### config.mk
export PLATFORM = sky130hd
export DESIGN_NAME = clusterv_tile_wb2sram
export DESIGN_NICKNAME = d
export VERILOG_FILES = /design/src/rtl/clusterv_tile_pkg.sv /design/src/rtl/clusterv_tile_wb2sram.sv
export SDC_FILE = /design/constraint.sdc
export NUM_CORES = 1
export LEC_CHECK = 0
export ABC_AREA = 1
export ABC_CLOCK_PERIOD_IN_PS = 4200
export CAP_MARGIN = 10
export CORE_UTILIZATION = 41
export CTS_CLUSTER_DIAMETER = 100
export CTS_CLUSTER_SIZE = 12
export DETAILED_ROUTE_END_ITERATION = 8
export GPL_TIMING_DRIVEN = 1
export PLACE_DENSITY = 0.86
export REMOVE_ABC_BUFFERS = 1
export SETUP_SLACK_MARGIN = 0.15
export SKIP_LAST_GASP = 1
export SLEW_MARGIN = 20
export SYNTH_ARGS = -nofsm -noshare
export SYNTH_HDL_FRONTEND = slang
export SYNTH_SLANG_ARGS = --single-unit
### constraint.sdc
create_clock -name clock -period 4.2 [get_ports clock]
set_input_delay 0.63 -clock clock [delete_from_list [all_inputs] [get_ports clock]]
set_output_delay 0.63 -clock clock [all_outputs]
set_load 0.005 [all_outputs]
### src/rtl/clusterv_tile_pkg.sv
// Shared definitions for the clusterv tile Wishbone-to-SRAM bridge:
// FSM state type, default geometry and byte-lane helper.
package clusterv_tile_pkg;

    typedef enum logic [1:0] {
        IDLE  = 2'd0,
        CMD   = 2'd1,
        RDATA = 2'd2,
        RESP  = 2'd3
    } wb2sram_state_e;

    localparam int unsigned DEF_SRAM_ADR_WIDTH = 8;
    localparam int unsigned DEF_DAT_WIDTH      = 32;

    function automatic int unsigned byte_lanes(input int unsigned dat_width);
        return dat_width / 8;
    endfunction

endpackage

### src/rtl/clusterv_tile_wb2sram.sv
// Wishbone classic target to tile SRAM byte-enable initiator bridge.
// One SRAM access per Wishbone cycle: write acks 2 clocks after stb is
// sampled, read acks 3 clocks after (one-cycle SRAM read latency).
// Optional macro CLUSTERV_TILE_WB2SRAM_ERR_EN: decode wb_adr against the
// SRAM window at BASE_ADR and answer out-of-window cycles with wb_err.
module clusterv_tile_wb2sram
    import clusterv_tile_pkg::*;
#(
    parameter int unsigned WB_ADR_WIDTH   = 32,
    parameter int unsigned SRAM_ADR_WIDTH = DEF_SRAM_ADR_WIDTH,
    parameter int unsigned DAT_WIDTH      = DEF_DAT_WIDTH,
    parameter logic [WB_ADR_WIDTH-1:0] BASE_ADR = '0
) (
    input  logic                              clock,
    input  logic                              reset,
    input  logic [WB_ADR_WIDTH-1:0]           wb_adr,
    input  logic [DAT_WIDTH-1:0]              wb_dat_w,
    output logic [DAT_WIDTH-1:0]              wb_dat_r,
    input  logic                              wb_cyc,
    input  logic                              wb_stb,
    input  logic                              wb_we,
    input  logic [byte_lanes(DAT_WIDTH)-1:0]  wb_sel,
    output logic                              wb_ack,
    output logic                              wb_err,
    output logic [SRAM_ADR_WIDTH-1:0]         i_addr,
    output logic                              i_write_en,
    output logic [byte_lanes(DAT_WIDTH)-1:0]  i_byte_en,
    output logic [DAT_WIDTH-1:0]              i_write_data,
    input  logic [DAT_WIDTH-1:0]              i_read_data
);

    localparam int unsigned LANES = byte_lanes(DAT_WIDTH);

    wb2sram_state_e              state_q, state_d;
    logic [SRAM_ADR_WIDTH-1:0]   addr_q, addr_d;
    logic                        wen_q, wen_d;
    logic [LANES-1:0]            be_q, be_d;
    logic [DAT_WIDTH-1:0]        wdat_q, wdat_d;
    logic [DAT_WIDTH-1:0]        rdat_q, rdat_d;
    logic                        ack_q, ack_d;
    logic                        err_q, err_d;
    logic                        in_window;

`ifdef CLUSTERV_TILE_WB2SRAM_ERR_EN
    // Window is aligned to its size, so the decode is an upper-bit compare
    assign in_window = (wb_adr[WB_ADR_WIDTH-1:SRAM_ADR_WIDTH+2] ==
                        BASE_ADR[WB_ADR_WIDTH-1:SRAM_ADR_WIDTH+2]);
    logic adr_unused;
    assign adr_unused = ^wb_adr[1:0];
`else
    // Without decode the window aliases across the whole Wishbone space
    assign in_window = 1'b1;
    logic adr_unused;
    assign adr_unused = ^{wb_adr[WB_ADR_WIDTH-1:SRAM_ADR_WIDTH+2], wb_adr[1:0]};
`endif

    // Next-state and registered-output computation for the access sequencer
    always_comb begin
        state_d = state_q;
        addr_d  = addr_q;
        wen_d   = wen_q;
        be_d    = be_q;
        wdat_d  = wdat_q;
        rdat_d  = rdat_q;
        ack_d   = 1'b0;
        err_d   = 1'b0;
        case (state_q)
            IDLE: begin
                if (wb_cyc && wb_stb) begin
                    if (!in_window) begin
                        err_d   = 1'b1;
                        state_d = RESP;
                    end else begin
                        addr_d  = wb_adr[SRAM_ADR_WIDTH+1:2];
                        be_d    = wb_sel;
                        wdat_d  = wb_dat_w;
                        wen_d   = wb_we;
                        state_d = CMD;
                    end
                end
            end
            CMD: begin
                // wen_q still holds the command type on the way out
                wen_d   = 1'b0;
                ack_d   = wen_q;
                state_d = wen_q ? RESP : RDATA;
            end
            RDATA: begin
                rdat_d  = i_read_data;
                ack_d   = 1'b1;
                state_d = RESP;
            end
            RESP: begin
                state_d = IDLE;
            end
            default: begin
                state_d = IDLE;
            end
        endcase
    end

    // State and output registers, cleared asynchronously by reset
    always_ff @(posedge clock or posedge reset) begin
        if (reset) begin
            state_q <= IDLE;
            addr_q  <= '0;
            wen_q   <= 1'b0;
            be_q    <= '0;
            wdat_q  <= '0;
            rdat_q  <= '0;
            ack_q   <= 1'b0;
            err_q   <= 1'b0;
        end else begin
            state_q <= state_d;
            addr_q  <= addr_d;
            wen_q   <= wen_d;
            be_q    <= be_d;
            wdat_q  <= wdat_d;
            rdat_q  <= rdat_d;
            ack_q   <= ack_d;
            err_q   <= err_d;
        end
    end

    assign wb_ack       = ack_q;
    assign wb_err       = err_q;
    assign wb_dat_r     = rdat_q;
    assign i_addr       = addr_q;
    assign i_write_en   = wen_q;
    assign i_byte_en    = be_q;
    assign i_write_data = wdat_q;

endmodule

# After elaboration in Yosys (flattened, before gate mapping)
# Index checks and enable logic that the tools add are counted.
[totals] ff_bits=80 latchBits=0 ram_bits=0 mem_bits_ro=0 input_bits=105 out_inout_bits=79 elab_cells=22 mem_count=0
[classes] n_addsub=0 n_mul=0 n_div=0 order_cmp=0 eq_ne=4 shift=0 n_mux=6 bitwise=0 n_reduce_logical=5
[op_table] cell="one-hot mux 2 bit (4 select lines)" count=1
[op_table] cell="== test 2 bit (second input constant)" count=2
[op_table] cell="one-hot mux 1 bit (2 select lines)" count=2
[op_table] cell="AND reduction 2 bit" count=2
[op_table] cell="== test 2 x 1 -> 1 bit (second input constant)" count=1
[op_table] cell="logical NOT 2 bit" count=1
[op_table] cell="2-to-1 mux 1 bit" count=2
[op_table] cell="2-to-1 mux 2 bit" count=1
[op_table] cell="inequality test 2 bit (second input constant)" count=1
[op_table] cell="nonzero test 2 bit" count=1
[op_table] cell="logical AND 1 bit" count=1

# Logic depth before layout (Yosys ltp)
# Gate-level depths: netlist (run 1).
[depth] depth_word=3 depth_mapped=7 ltp_nobuf=6

# Worst setup path before layout (run 1)
# Ideal clock, no wire load.
[synth_path] kind="reg-to-reg" start="reg state_q[0]" end="reg wdat_q[0] (netlist: i_write_data[0])" setup_ps=121 arrival_ps=1202 required_ps=4079 slack_ps=2877 stages_incl_launch_ff=8 n_path_buf=2 period_less_slack_ps=1323 cell_sequence="dfrtp_1 > inv_1 > ha_1 > nand3_2 > buf_6 > buf_6 > nand2_1 > o21ai_1"
[synth_via] elab_chain_len=2
[synth_lines] element="from (decl)" line="clusterv_tile_wb2sram.sv:34" rtl="wb2sram_state_e state_q, state_d;"
[synth_lines] element="from (signal assigned)" line="clusterv_tile_wb2sram.sv:114" rtl="state_q <= state_d;"
[synth_lines] element="logical NOT 2 bit" line="clusterv_tile_wb2sram.sv:67" rtl="case (state_q)"
[synth_lines] element="AND reduction 2 bit (no line)"
[synth_lines] element="to (signal assigned)" line="clusterv_tile_wb2sram.sv:118" rtl="wdat_q <= wdat_d;"
[synth_lines] element="to (decl)" line="clusterv_tile_wb2sram.sv:38" rtl="logic [DAT_WIDTH-1:0] wdat_q, wdat_d;"
# Every way passes these cells.
# A chain may end at the register's enable or synchronous reset.

# Worst setup path after layout (run 1)
[layout_path] start="reg state_q[0]" end="reg state_q[0]"
[layout_via] elab_chain_len=2 elab_cells_between_ends=6 cone_classes="eq/ne: 4; mux: 1; reduce/logical: 1"
[layout_lines] element="== test 2 bit (tied with other cells)" line="clusterv_tile_wb2sram.sv:67"
[layout_lines] element="one-hot mux 2 bit (4 select lines) or inequality test 2 bit (tied branches)"
# Parallel ways exist; a longest one is shown, timed or not.

==> flow_summary.json, run 1 <==
{
  "numCtsBuffers": 9,
  "antenna_found_initial": 0,
  "ir_drop_mv": 0.369,
  "cts.sinks": 80,
  "postCtsSetupRepairBufs": 0,
  "cts_tree": "done",
  "clkSlewWorstSetupHoldPaths_ns": 0.08,
  "finalWorstSetupSlack_ns": 1.88,
  "tns_ns": 0,
  "dpl.cell_count": 598,
  "grt_max_degree": 56,
  "htreeDepth": 3,
  "p_int_uw": 2420,
  "synth_top_area_share_pct": 62.8,
  "worst_pin_slew_ns": 0.913,
  "crit_path_end_kind": "register",
  "setup_viol": 0,
  "switching_power_uw": 1080,
  "gp_congestion": 0.748,
  "netlist_area_mm2": 0.00319,
  "port_buffers": 158,
  "wl_met1_um": 3160,
  "routedWlPerCell_um": 12.2,
  "reg2reg_depth": 7,
  "place_ws_ns": 1.59,
  "path_max_fanout": 34,
  "slew_headroom_pct": 38.7,
  "nets": 619,
  "grt_usage_pct": 19.8,
  "p_seq_share_pct": 38.2,
  "grt_overflow": 0,
  "post_cts_resize_count": 0,
  "clock_skew_ns": 0.00823,
  "power_density_mw_per_mm2": 688,
  "instances_no_fill": 614,
  "ioPinCount": 184,
  "via_per_inst": 4.49,
  "die_y_um": 90.2,
  "criticalPathCategory": "register to register",
  "cts_buffer_depth": 2,
  "start_util_pct": 43.3,
  "vias": 2755,
  "postCtsHoldBufs": 0,
  "cp-start-kind": "register",
  "fin_crit_ns": 2.32,
  "synth_top_cell_by_area": "dfrtp_1",
  "ys_warn_count": 0,
  "hp-class": "register to register",
  "drive_gt1_share_pct": 5.05,
  "pwr-share-clk_pct": 19.7,
  "dr.pass1.iters": 4,
  "p_comb_share_pct": 42.1,
  "max_freq_mhz": 432,
  "clk_latency_ns": 0.33,
  "netSwitchingFraction_pct": 30.9,
  "status": "finished, final reports clean",
  "ys_ff_latch": 80,
  "row_count": 31,
  "hold_viol_final": 0,
  "die_area_mm2": 0.00814,
  "cts_root_buf": "clkbuf_8",
  "grt_pass1_wl_um": 13000,
  "dr.max_layer_used": "met4",
  "synth.distinct_cells": 18,
  "die_x_um": 90.2,
  "dr_wl_met2_um": 3600,
  "finalMaxSlewViolations": 0,
  "rsz0062_at_grt": "false",
  "arrival_ns": 2.59,
  "dr_wl_met3_um": 648,
  "dp_hpwl_um": 5480,
  "synth_area_per_cell_um2": 8.98,
  "first_global_vias": 2748,
  "core_mm2": 0.00737,
  "min_path_cells": 2,
  "diodes": 0,
  "synthCells": 355,
  "synth_seq_area_share_pct": 62.8,
  "totalWireLength_um": 7520,
  "drc": 0,
  "syn_to_final_growth_pct": 59.2,
  "drtAntennaViolNets": 0,
  "synth.area.top_cells": "dfrtp_1 63%, nand2_1 18%, inv_1 6.0%, o21ai_0 5.5%, ha_1 1.6%",
  "cap_violations": 0,
  "required_ns": 4.47,
  "drt_iter0_drc": 57,
  "period_share_pct": 55.1,
  "leakagePower_uw": 0.00253
}
-- stage by stage --
stage | util [%] | total power (µW) | hold WS [ns] | area [µm²]
after global placement | 65.5 | 2770 | 0.452 | 4820
final | 68.9 | 3500 | 0.473 | 5080
after detailed placement | 65.5 | 2830 | 0.459 | 4820
after global routing | 68.9 | 3780 | 0.500 | 5080
after CTS | 68.9 | 3540 | 0.477 | 5080
after floorplan | - | 1880 | 0.465 | 3100
-- cell type report --
class	instances	area (µm²)
Multi-Input combinational cell	206	898
Clock buffer	10	138
Tap cell	99	124
Sequential cell	80	2000
Timing Repair Buffer	161	1600
Fill cell	563	2290
Clock inverter	6	115
Inverter	52	196
-- worst max-delay path, stage by stage, from the launching register on --
cell,delay (ns)
dfrtp_1,0.41
inv_1,0.12
ha_1,0.15
buf_4,0.31
clkinv_1,0.80
nand3_1,0.32
nand2_1,0.08
nand2_1,0.06
-- routing by layer --
| layer | GRT usage (%) | vias to the layer above |
|---|---|---|
| li1 | - | 1367 |
| met1 | 24.2 | 1262 |
| met2 | 33.3 | 117 |
| met3 | 5.84 | 9 |
| met4 | 6.99 | 0 |
| met5 | 0 | - |
-- cells in the final DEF, fill, tap and decap left out, drive strengths merged, types with 3 or more instances in the layout --
| master | n |
|---|---|
| clkdlybuf4s50 | 158 |
| nand2 | 149 |
| dfrtp | 80 |
| inv | 51 |
| o21ai | 45 |
| clkbuf | 10 |
| nand3 | 5 |
| ha | 4 |
| bufinv | 3 |
| buf | 3 |
| clkinv | 3 |
-- logic make-up after synthesis --
kind of cell | count (synthesis) | share of synthesized area [%]
and+or+nand+nor | 155 | 18.6
adders and majority gates | 4 | 1.57
AOI/OAI and AO/OA | 46 | 7.89
DFF | 80 | 62.8
other | 1 | 0.118
buffers and inverters | 69 | 9.06
-- final timing paths --
kind,start,to,slack (ns)
max,state_q[0]$_DFFE_PP0P_,state_q[0]$_DFFE_PP0P_,1.88
min,wb_dat_r[4]$_DFFE_PP0N_,wb_dat_r[4]$_DFFE_PP0N_,0.47
max reg2reg,state_q[0]$_DFFE_PP0P_,state_q[0]$_DFFE_PP0P_,1.88
min reg2reg,wb_dat_r[4]$_DFFE_PP0N_,wb_dat_r[4]$_DFFE_PP0N_,0.47
max in group asynchronous,reset,i_write_data[9]$_DFFE_PP0P_,2.55
min in group asynchronous,reset,i_byte_en[1]$_DFFE_PP0P_,0.78
-- power by group through the flow --
stage / Sequential (µW) / Clock, µW / Combinational, µW
global route: 1390 / 737 / 1660
CTS: 1340 / 711 / 1490
finish: 1340 / 688 / 1470
detailed placement: 1350 / 0 / 1490
floorplan: 1370 / 0 / 512
global placement: 1320 / 0 / 1440
-- state kept, by name, summed over array words and instances (netlist names) --
name,cells
i_byte_en,4
i_addr,8
i_write_en,1
i_write_data,32
wb_ack,1
wb_dat_r,32
state_q,2
-- synthesized netlist by cell type --
cell / count
nand2_1: 149
nor2_1: 1
nand3_1: 4
conb_1: 1
inv_1: 51
clkbuf_1: 5
ha_1: 4
o21ai_2: 5
o21ai_0: 35
o21ai_1: 5
clkinv_1: 1
a21boi_0: 1
buf_6: 2
dfrtp_1: 80
buf_4: 1
buf_2: 8
clkbuf_2: 1
nand3_2: 1
Power figures use the tool's default switching activity.
==> inputs of run 2 (changes only) <==
--- a/config.mk
+++ b/config.mk
@@ -6,14 +6,14 @@
 export NUM_CORES = 1
 export LEC_CHECK = 0
 export ABC_AREA = 1
-export ABC_CLOCK_PERIOD_IN_PS = 4200
+export ABC_CLOCK_PERIOD_IN_PS = 2080
 export CAP_MARGIN = 10
-export CORE_UTILIZATION = 41
+export CORE_UTILIZATION = 34
 export CTS_CLUSTER_DIAMETER = 100
 export CTS_CLUSTER_SIZE = 12
 export DETAILED_ROUTE_END_ITERATION = 8
 export GPL_TIMING_DRIVEN = 1
-export PLACE_DENSITY = 0.86
+export PLACE_DENSITY = 0.76
 export REMOVE_ABC_BUFFERS = 1
 export SETUP_SLACK_MARGIN = 0.15
 export SKIP_LAST_GASP = 1
==> constraint.sdc (replaced) <==
create_clock -name clock -period 2.08 [get_ports clock]
set_input_delay 0.312 -clock clock [delete_from_list [all_inputs] [get_ports clock]]
set_output_delay 0.312 -clock clock [all_outputs]
set_load 0.005 [all_outputs]
==> run 2 against run 1 <==
Net effect: non-clock buffer count grew 1; die area grew 20%; total power is 96% higher; clock skew grew 0.0041 ns; clock-buffer cell count stayed put; final cell count grew 1.6%.
==> flow_summary.json, run 2 (synthesized netlist as in run 1, its figures left out) <==
{
  "status": "finished, final reports clean",
  "rsz0062_at_grt": "false",
  "place_ws_ns": 0.577,
  "leakagePower_uw": 0.00252,
  "max_freq_mhz": 644,
  "post_cts_resize_count": 0,
  "cpMaxStageDelayCell": "clkdlybuf4s50_1",
  "fin_crit_ns": 1.55,
  "timing.hold.ws_ns": 0.343,
  "die_y_um": 98.9,
  "slowest_delay_ns": 0.52,
  "grt_overflow": 0,
  "vias": 2749,
  "ir_drop_mv": 0.592,
  "drive_gt1_share_pct": 5.23,
  "hp-class": "input pin to asynchronous set/reset pin",
  "fill_cells": 785,
  "r2r_slack_ns": 0.61,
  "clock_skew_ns": 0.0123,
  "numCtsBuffers": 9,
  "period_share_pct": 74.7,
  "cts_tree": "done",
  "drt_iter0_drc": 34,
  "crit_buf_inv": 1,
  "routedWlPerCell_um": 12.2,
  "power_density_mw_per_mm2": 1350,
  "cts_buffer_depth": 2,
  "drc": 0,
  "finalWorstSetupSlack_ns": 0.527,
  "diodes": 0,
  "required_ns": 1.77,
  "crit_chain": "clkdlybuf4s50_1",
  "syn_to_final_growth_pct": 59.1,
  "criticalPathCategory": "register to output port",
  "crit_path_end_kind": "output port",
  "setup_viol": 0,
  "grt_usage_pct": 16.5,
  "cp_top_family": "buffers and inverters",
  "cts_root_buf": "clkbuf_8",
  "power_uw": 6850,
  "seqCellArea_mm2": 0.00200,
  "finalMaxSlewViolations": 0,
  "multi_input_area_um2": 898,
  "htreeDepth": 3,
  "grt_pass1_wl_um": 12800,
  "path_max_fanout": 3,
  "die_x_um": 98.9,
  "cp-start-kind": "register",
  "dp_hpwl_um": 5400,
  "totalWireLength_um": 7630,
  "antenna_found_initial": 0,
  "clk_latency_ns": 0.34,
  "grt_max_degree": 90,
  "first_global_vias": 2729,
  "drtAntennaViolNets": 0,
  "postCtsSetupRepairBufs": 0,
  "reg2reg_depth": 6,
  "r2r-end": "i_write_data[23]$_DFFE_PP0P_",
  "most-common-layout-cells": "158 x clkdlybuf4s50_1, 149 x nand2_1, 80 x dfrtp_1",
  "cts.sinks": 80,
  "core_mm2": 0.00889,
  "arrival_ns": 1.24,
  "nets": 620,
  "hold_viol_final": 0,
  "final_util_pct": 57.1,
  "die_area_mm2": 0.00977,
  "row_count": 34,
  "gp_congestion": 0.703,
  "dr.pass1.iters": 4,
  "via_per_inst": 4.41,
  "start_util_pct": 35.9,
  "clkSlewWorstSetupHoldPaths_ns": 0.08,
  "final_common_cell": "clkdlybuf4s50_1",
  "port_buffers": 158,
  "cap_violations": 0,
  "ioPinCount": 184,
  "r2r-start": "state_q[0]$_DFFE_PP0P_",
  "postCtsHoldBufs": 0
}
[run 2: cell count changes in the layout (fill, tap and decap cells not counted), sizes merged]
cell      before  now
clkinvlp       1    2
buf            3    4
clkinv         3    4
bufinv         3    1
[run 2: report_power, final]
| part | switching, µW | internal, µW | total (µW) |
|---|---|---|---|
| Combinational | 1240 | 1760 | 3000 |
| Clock | 573 | 592 | 1160 |
| Sequential | 394 | 2300 | 2690 |
| Total | 2200 | 4650 | 6850 |
[run 2: routing by layer]
metal	vias to the layer above	wire, µm	track usage [%]
met2	113	3540	26.5
li1	1369	-	-
met3	9	679	6.10
met5	-	0	0
met4	0	88	6.20
met1	1258	3320	20.2
[run 2: worst max-delay path by stage]
stage / from / endpoint / slack, ns / cells past startpoint
5_1_grt: wb_dat_r[10]$_DFFE_PP0N_ / wb_dat_r[10] / 0.45 / 1
2_1_floorplan: reset / i_addr[0]$_DFFE_PP0P_ / -0.28 / 1
6_report: i_write_en$_DFFE_PP0P_ / i_write_en / 0.53 / 1
3_3_place_gp: wb_cyc / i_write_data[27]$_DFFE_PP0P_ / 0.64 / 5
4_1_cts: i_write_en$_DFFE_PP0P_ / i_write_en / 0.50 / 1
3_5_place_dp: wb_cyc / i_write_data[23]$_DFFE_PP0P_ / 0.58 / 5
[run 2: through the flow]
| stage | instance area, µm² | instances | setup TNS (ns) |
|---|---|---|---|
| 4_1_cts | 5070 | 624 | 0 |
| 3_5_place_dp | 4870 | 608 | 0 |
| 6_report | 5070 | 624 | 0 |
| 5_1_grt | 5070 | 624 | 0 |
| 3_3_place_gp | 4870 | 608 | 0 |
| 2_1_floorplan | 3100 | 338 | -28.01 |
[run 2: worst reg2reg max path, stage by stage, from the launching register on]
cell     delay [ns]
dfrtp_1        0.38
inv_1          0.09
ha_1           0.26
nand3_2        0.11
buf_12         0.28
nand2_1        0.16
o21ai_0        0.11
[run 2: final cells by class]
class | instances | area share [%]
inverters | 52 | 3.87
clock inverters | 6 | 1.33
multi-input cells | 206 | 17.7
flip-flops and latches | 80 | 39.5
repair buffers | 162 | 32.3
clock buffers | 10 | 2.71
well taps | 108 | 2.66
==> RTL edit 1 (config.mk and constraints of run 2) <==
Set the package constant `DEF_DAT_WIDTH` to 28 (it was 32).
--- a/src/rtl/clusterv_tile_pkg.sv
+++ b/src/rtl/clusterv_tile_pkg.sv
@@ -10,7 +10,7 @@
     } wb2sram_state_e;
 
     localparam int unsigned DEF_SRAM_ADR_WIDTH = 8;
-    localparam int unsigned DEF_DAT_WIDTH      = 32;
+    localparam int unsigned DEF_DAT_WIDTH      = 28;
 
     function automatic int unsigned byte_lanes(input int unsigned dat_width);
         return dat_width / 8;
Ports: changed (6 resized); port bits go from 184 to 166. The function was not compared with the original's and may differ.
==> RTL edit 1 against run 2 <==
- highest routed layer unchanged
- synthesized area decreased by 11%
- critical path depth unchanged
- setup slack improved by 0.014 ns
- design area decreased by 9.9%
- wire length decreased by 17%
- sequential cell count decreased by 9
- largest power group unchanged
- critical path type unchanged
- total power decreased by 7.5%
- critical endpoint unchanged
==> RTL edit 1: results (changes against run 2) <==
Outcome
  • Status: complete, no violations (unchanged)

Clocking
  • Worst-path clk slew: 0.08 ns (about the same)
  • Post-CTS sizing: 0 (unchanged)
  • Clock Path Buffers: 2 (unchanged)
  • Number of buffers added for setup after CTS: 0 (unchanged)
  • Worst-Skew Late Latency: 0.33 ns

Synthesis
  • Async set or reset register ratio after synthesis: 100% (unchanged)
  • Post-synthesis adder-cell area fraction: 1.77% (was 1.57%)
  • Post-synthesis mux area share: 0% (unchanged)
  • Post-Synth XOR/XNOR Area: 0% (unchanged)
  • Unique cell type count in the Yosys netlist: 16 (was 18)
  • Seq/Total Area, Yosys: 62.8% (about the same)
  • Synthesis-stage register bit count: 71 (was 80)
  • Top post-synthesis cells by area: dfrtp_1 (63%), nand2_1 (18%), inv_1 (6.2%), o21ai_0 (5.3%), ha_1 (1.8%) (was dfrtp_1 (63%), nand2_1 (18%), inv_1 (6.0%), o21ai_0 (5.5%), ha_1 (1.6%))
  • YS warnings: 0 (unchanged)
  • Compound-Gate Fraction of Synth Area: 7.34% (was 7.89%)
  • Top cells by instance count after synthesis: nand2_1 (132), dfrtp_1 (71), inv_1 (47) (was nand2_1 (149), dfrtp_1 (80), inv_1 (51))

Placement
  • IO buf count: 140 (was 158)
  • Placed wire-length estimate: 4500 microns (was 5400 microns)
  • GPL Wtd Cong: 0.718 (was 0.703)

Final layout
  • Seq area share: 38.9% (was 39.5%)
  • Multi-input gate area: 791 sq um (was 898 sq um)
  • Fin nets: 558 (was 620)
  • Non-clock buffer share of cell area: 31.8% (was 32.3%)
  • Layout cells sized above 1: 4.75% (was 5.23%)
  • Multi-input comb cells: 184 (was 206)
  • Clk tree area frac: 5.39% (was 4.04%)
  • Buffers, non-clock: 145 (was 162)
  • Inverters: 47 (was 52)
  • Fill cells: 704 (was 785)
  • Clock buf count: 11 (was 10)

Hold path
  • Hold WC Path Type: primary input to asynchronous set/reset pin (unchanged)

Drt
  • TritonRoute pass-1 iters: 3 (was 4)
  • DR vias: 2,421 (was 2,749)
  • Total wire length: 6340 microns (was 7630 microns)
  • First DRT Iteration DRCs: 59 (was 34)

Pwr
  • Pleak: 2.27 nW (was 2.52 nW)
  • Psw: 1.91 mW (was 2.20 mW)
  • VDD IR max: 630 uV (was 592 uV)

Timing
  • Clock Skews: 0.00829 ns (was 0.0123 ns)
  • Final Max Tran Viols: 0 (unchanged)
  • Hold Vio Cnt, Final: 0 (unchanged)

GRT
  • Total track usage: 15.3% (was 16.5%)
  • Largest net degree at the start of global routing: 79 (was 90)
  • First-pass GRT wire length: 10,500 microns (was 12,800 microns)

Critical path
  • Slowest-stage cell, CP: clkdlybuf4s50_1 (unchanged)
  • CP max FO: 3 (unchanged)
  • Max incr delay on CP: 0.52 ns (about the same)
-- RTL edit 1: cell families after synthesis --
kind of cell             after synthesis
buffers and inverters                 62
AND/OR/NAND/NOR                      138
flip-flops                            71
AO/OA/AOI/OAI                         41
adder cells (fa/ha/maj)                4
other                                  1
-- RTL edit 1: stage by stage --
step           std cells  hold slack [ns]  util [%]  instance area, sq um  worst slack, ns
3_5_place_dp         549            0.458      54.8                  4320            0.618
5_1_grt              565            0.446      57.9                  4570            0.485
4_1_cts              565            0.392      57.9                  4570            0.522
3_3_place_gp         549            0.452      54.8                  4320            0.643
6_report             565            0.387      57.9                  4570            0.541
2_1_floorplan        302            0.424         -                  2740          -0.0286
-- RTL edit 1: layer usage --
metal  GRT usage (%)  vias up  wire [microns]
li1                -     1225               -
met1            17.9     1084            2710
met3            5.85       11             660
met2            24.9      101            2870
met5               0        -               0
met4            6.79        0             104
-- RTL edit 1: worst paths after layout --
kind | from | to | slack [ns] | cells after the start
max reg2reg | state_q[0]$_DFFE_PP0P_ | i_write_data[25]$_DFFE_PP0P_ | 0.68 | 6
max in group asynchronous | reset | wb_dat_r[19]$_DFFE_PP0N_ | 1.32 | 3
min reg2reg | wb_dat_r[14]$_DFFE_PP0N_ | wb_dat_r[14]$_DFFE_PP0N_ | 0.47 | 2
max | i_write_en$_DFFE_PP0P_ | i_write_en | 0.54 | 1
min in group clock | wb_dat_r[14]$_DFFE_PP0N_ | wb_dat_r[14]$_DFFE_PP0N_ | 0.47 | 2
min | reset | i_write_data[23]$_DFFE_PP0P_ | 0.39 | 3
-- RTL edit 1: power groups by stage --
stage               clock network (mW)  registers, mW  logic [mW]
floorplan                            0           2.45       0.909
global placement                     0           2.37        2.61
detailed placement                   0           2.40        2.67
CTS                               1.37           2.38        2.68
global route                      1.43           2.46        2.96
finish                            1.33           2.38        2.63
==> RTL edit 2 (config.mk and constraints of run 2) <==
Without the edit above. Reset style: synchronous (`reset`), changed in one clocked block. Comments in the files are not updated.
--- a/src/rtl/clusterv_tile_wb2sram.sv
+++ b/src/rtl/clusterv_tile_wb2sram.sv
@@ -100,7 +100,7 @@
     end
 
     // State and output registers, cleared asynchronously by reset
-    always_ff @(posedge clock or posedge reset) begin
+    always_ff @(posedge clock) begin
         if (reset) begin
             state_q <= IDLE;
             addr_q  <= '0;
Behaviour: differs if reset is asserted again (counterexample within 4 cycles, from zero or initial values and one cycle with reset high); with reset held inactive, the same outputs for 10 cycles.
==> RTL edit 2 against run 2 <==
- combinational power is 33% lower
- design area up 0.39%
- die area up 3.8%
- total power fell by 23%
- non-clock buffer count rose by 7
- sequential cell count did not move
- largest cell class is now non-clock buffers
- utilization shrank 2.5 points
- via count rose by 13%
- setup slack worse by 0.11 ns
- largest power group is now sequential cells
- wire length is 19% higher
- synthesized area up 3.8%
- hold slack gained 0.11 ns
==> RTL edit 2: results (changes against run 2) <==
GRT
  • Total track usage: 18.1% (was 16.5%)
  • Met1 Use GR: 22.9% (was 20.2%)
  • GR Util met2: 29.0% (was 26.5%)
  • Number of global-route vias before repair: 2,950 (was 2,729)
  • Largest net degree at the start of global routing: 47 (was 90)

Critical path
  • Max incr delay on CP: 0.41 ns (was 0.52 ns)
  • Slowest-stage cell, CP: buf_4 (was clkdlybuf4s50_1)
  • Worst reg2reg startpoint: state_q[0]$_SDFFE_PP0P_ (was state_q[0]$_DFFE_PP0P_)
  • Worst Setup EP: i_write_data[21]$_SDFFE_PP0P_ (was i_write_en)
  • CP max FO: 28 (was 3)
  • Worst reg-to-reg setup slack: 0.41 ns (was 0.61 ns)
  • Worst reg2reg endpoint: i_write_data[21]$_SDFFE_PP0P_ (was i_write_data[23]$_DFFE_PP0P_)

Synthesis
  • Mean Syn Cell Area: 8.88 sq um (was 8.98 sq um)
  • Top post-synthesis cells by area: dfxtp_1 (48%), nand4_1 (8.3%), nor2_1 (7.6%), nand2_4 (6.8%), a21oi_2 (5.6%) (was dfrtp_1 (63%), nand2_1 (18%), inv_1 (6.0%), o21ai_0 (5.5%), ha_1 (1.6%))
  • Top cells by instance count after synthesis: dfxtp_1 (80), nor2_1 (67), nand4_1 (44) (was nand2_1 (149), dfrtp_1 (80), inv_1 (51))
  • Seq/Total Area, Yosys: 48.4% (was 62.8%)
  • Unique cell type count in the Yosys netlist: 21 (was 18)

Pwr
  • Cell internal pwr: 3.47 mW (was 4.65 mW)

Final layout
  • Multi-input comb cells: 253 (was 206)
  • Fin nets: 628 (was 620)
  • Clk tree area frac: 4.03% (was 4.04%)
  • Non-clock buffer share of cell area: 32.6% (was 32.3%)
  • Buffers, non-clock: 169 (was 162)
  • Fraction of area in multi-input gates: 28.3% (was 17.7%)
  • Inverters: 6 (was 52)
  • Non-filler instance count after layout: 653 (was 624)
  • Seq cells: 80 (unchanged)

Timing
  • Peak Freq: 0.601 GHz (was 0.644 GHz)
  • Clock Skews: 0.00762 ns (was 0.0123 ns)

Placement
  • Placed wire-length estimate: 6180 microns (was 5400 microns)
  • Post-Place Worst Slack: 0.452 ns (was 0.577 ns)

Hold path
  • Hold WC Path Type: primary input to register (was primary input to asynchronous set/reset pin)

Drt
  • DR WL met3: 529 microns (was 679 microns)
  • DR vias: 3,103 (was 2,749)

Outcome
  • Status: complete, no violations (unchanged)
RTL edit 2: cell types whose count changed after synthesis, moves of 5 or more:
cell and delta:
o21ai_0 -34, nand2_1 -114, dfxtp_1 +80, buf_2 +12, o21ai_2 -5, o21ai_1 +26
nand2_4 +20, dfrtp_1 -80, a21oi_1 +26, nor2_1 +66, nand4_1 +44, a21oi_2 +21
inv_1 -48
RTL edit 2: power groups by stage:
stage	clock network (mW)	logic, mW	registers [mW]
final	1.17	2.02	2.06
after global routing	1.29	2.20	2.09
after CTS	1.21	2.02	2.06
after detailed placement	0	2.02	2.09
after global placement	0	1.97	2.07
after floorplan	0	0.846	2.11
RTL edit 2: logic make-up (layout without fill, tap and decap cells):
kind of cell	after synthesis	count (layout)	share of synthesized area [%]
and+or+nand+nor	169	169	27.5
DFF	80	80	48.4
AOI/OAI and AO/OA	79	79	14.3
buffers and inverters	40	191	8.20
adders and majority gates	4	4	1.51
other	1	1	0.113
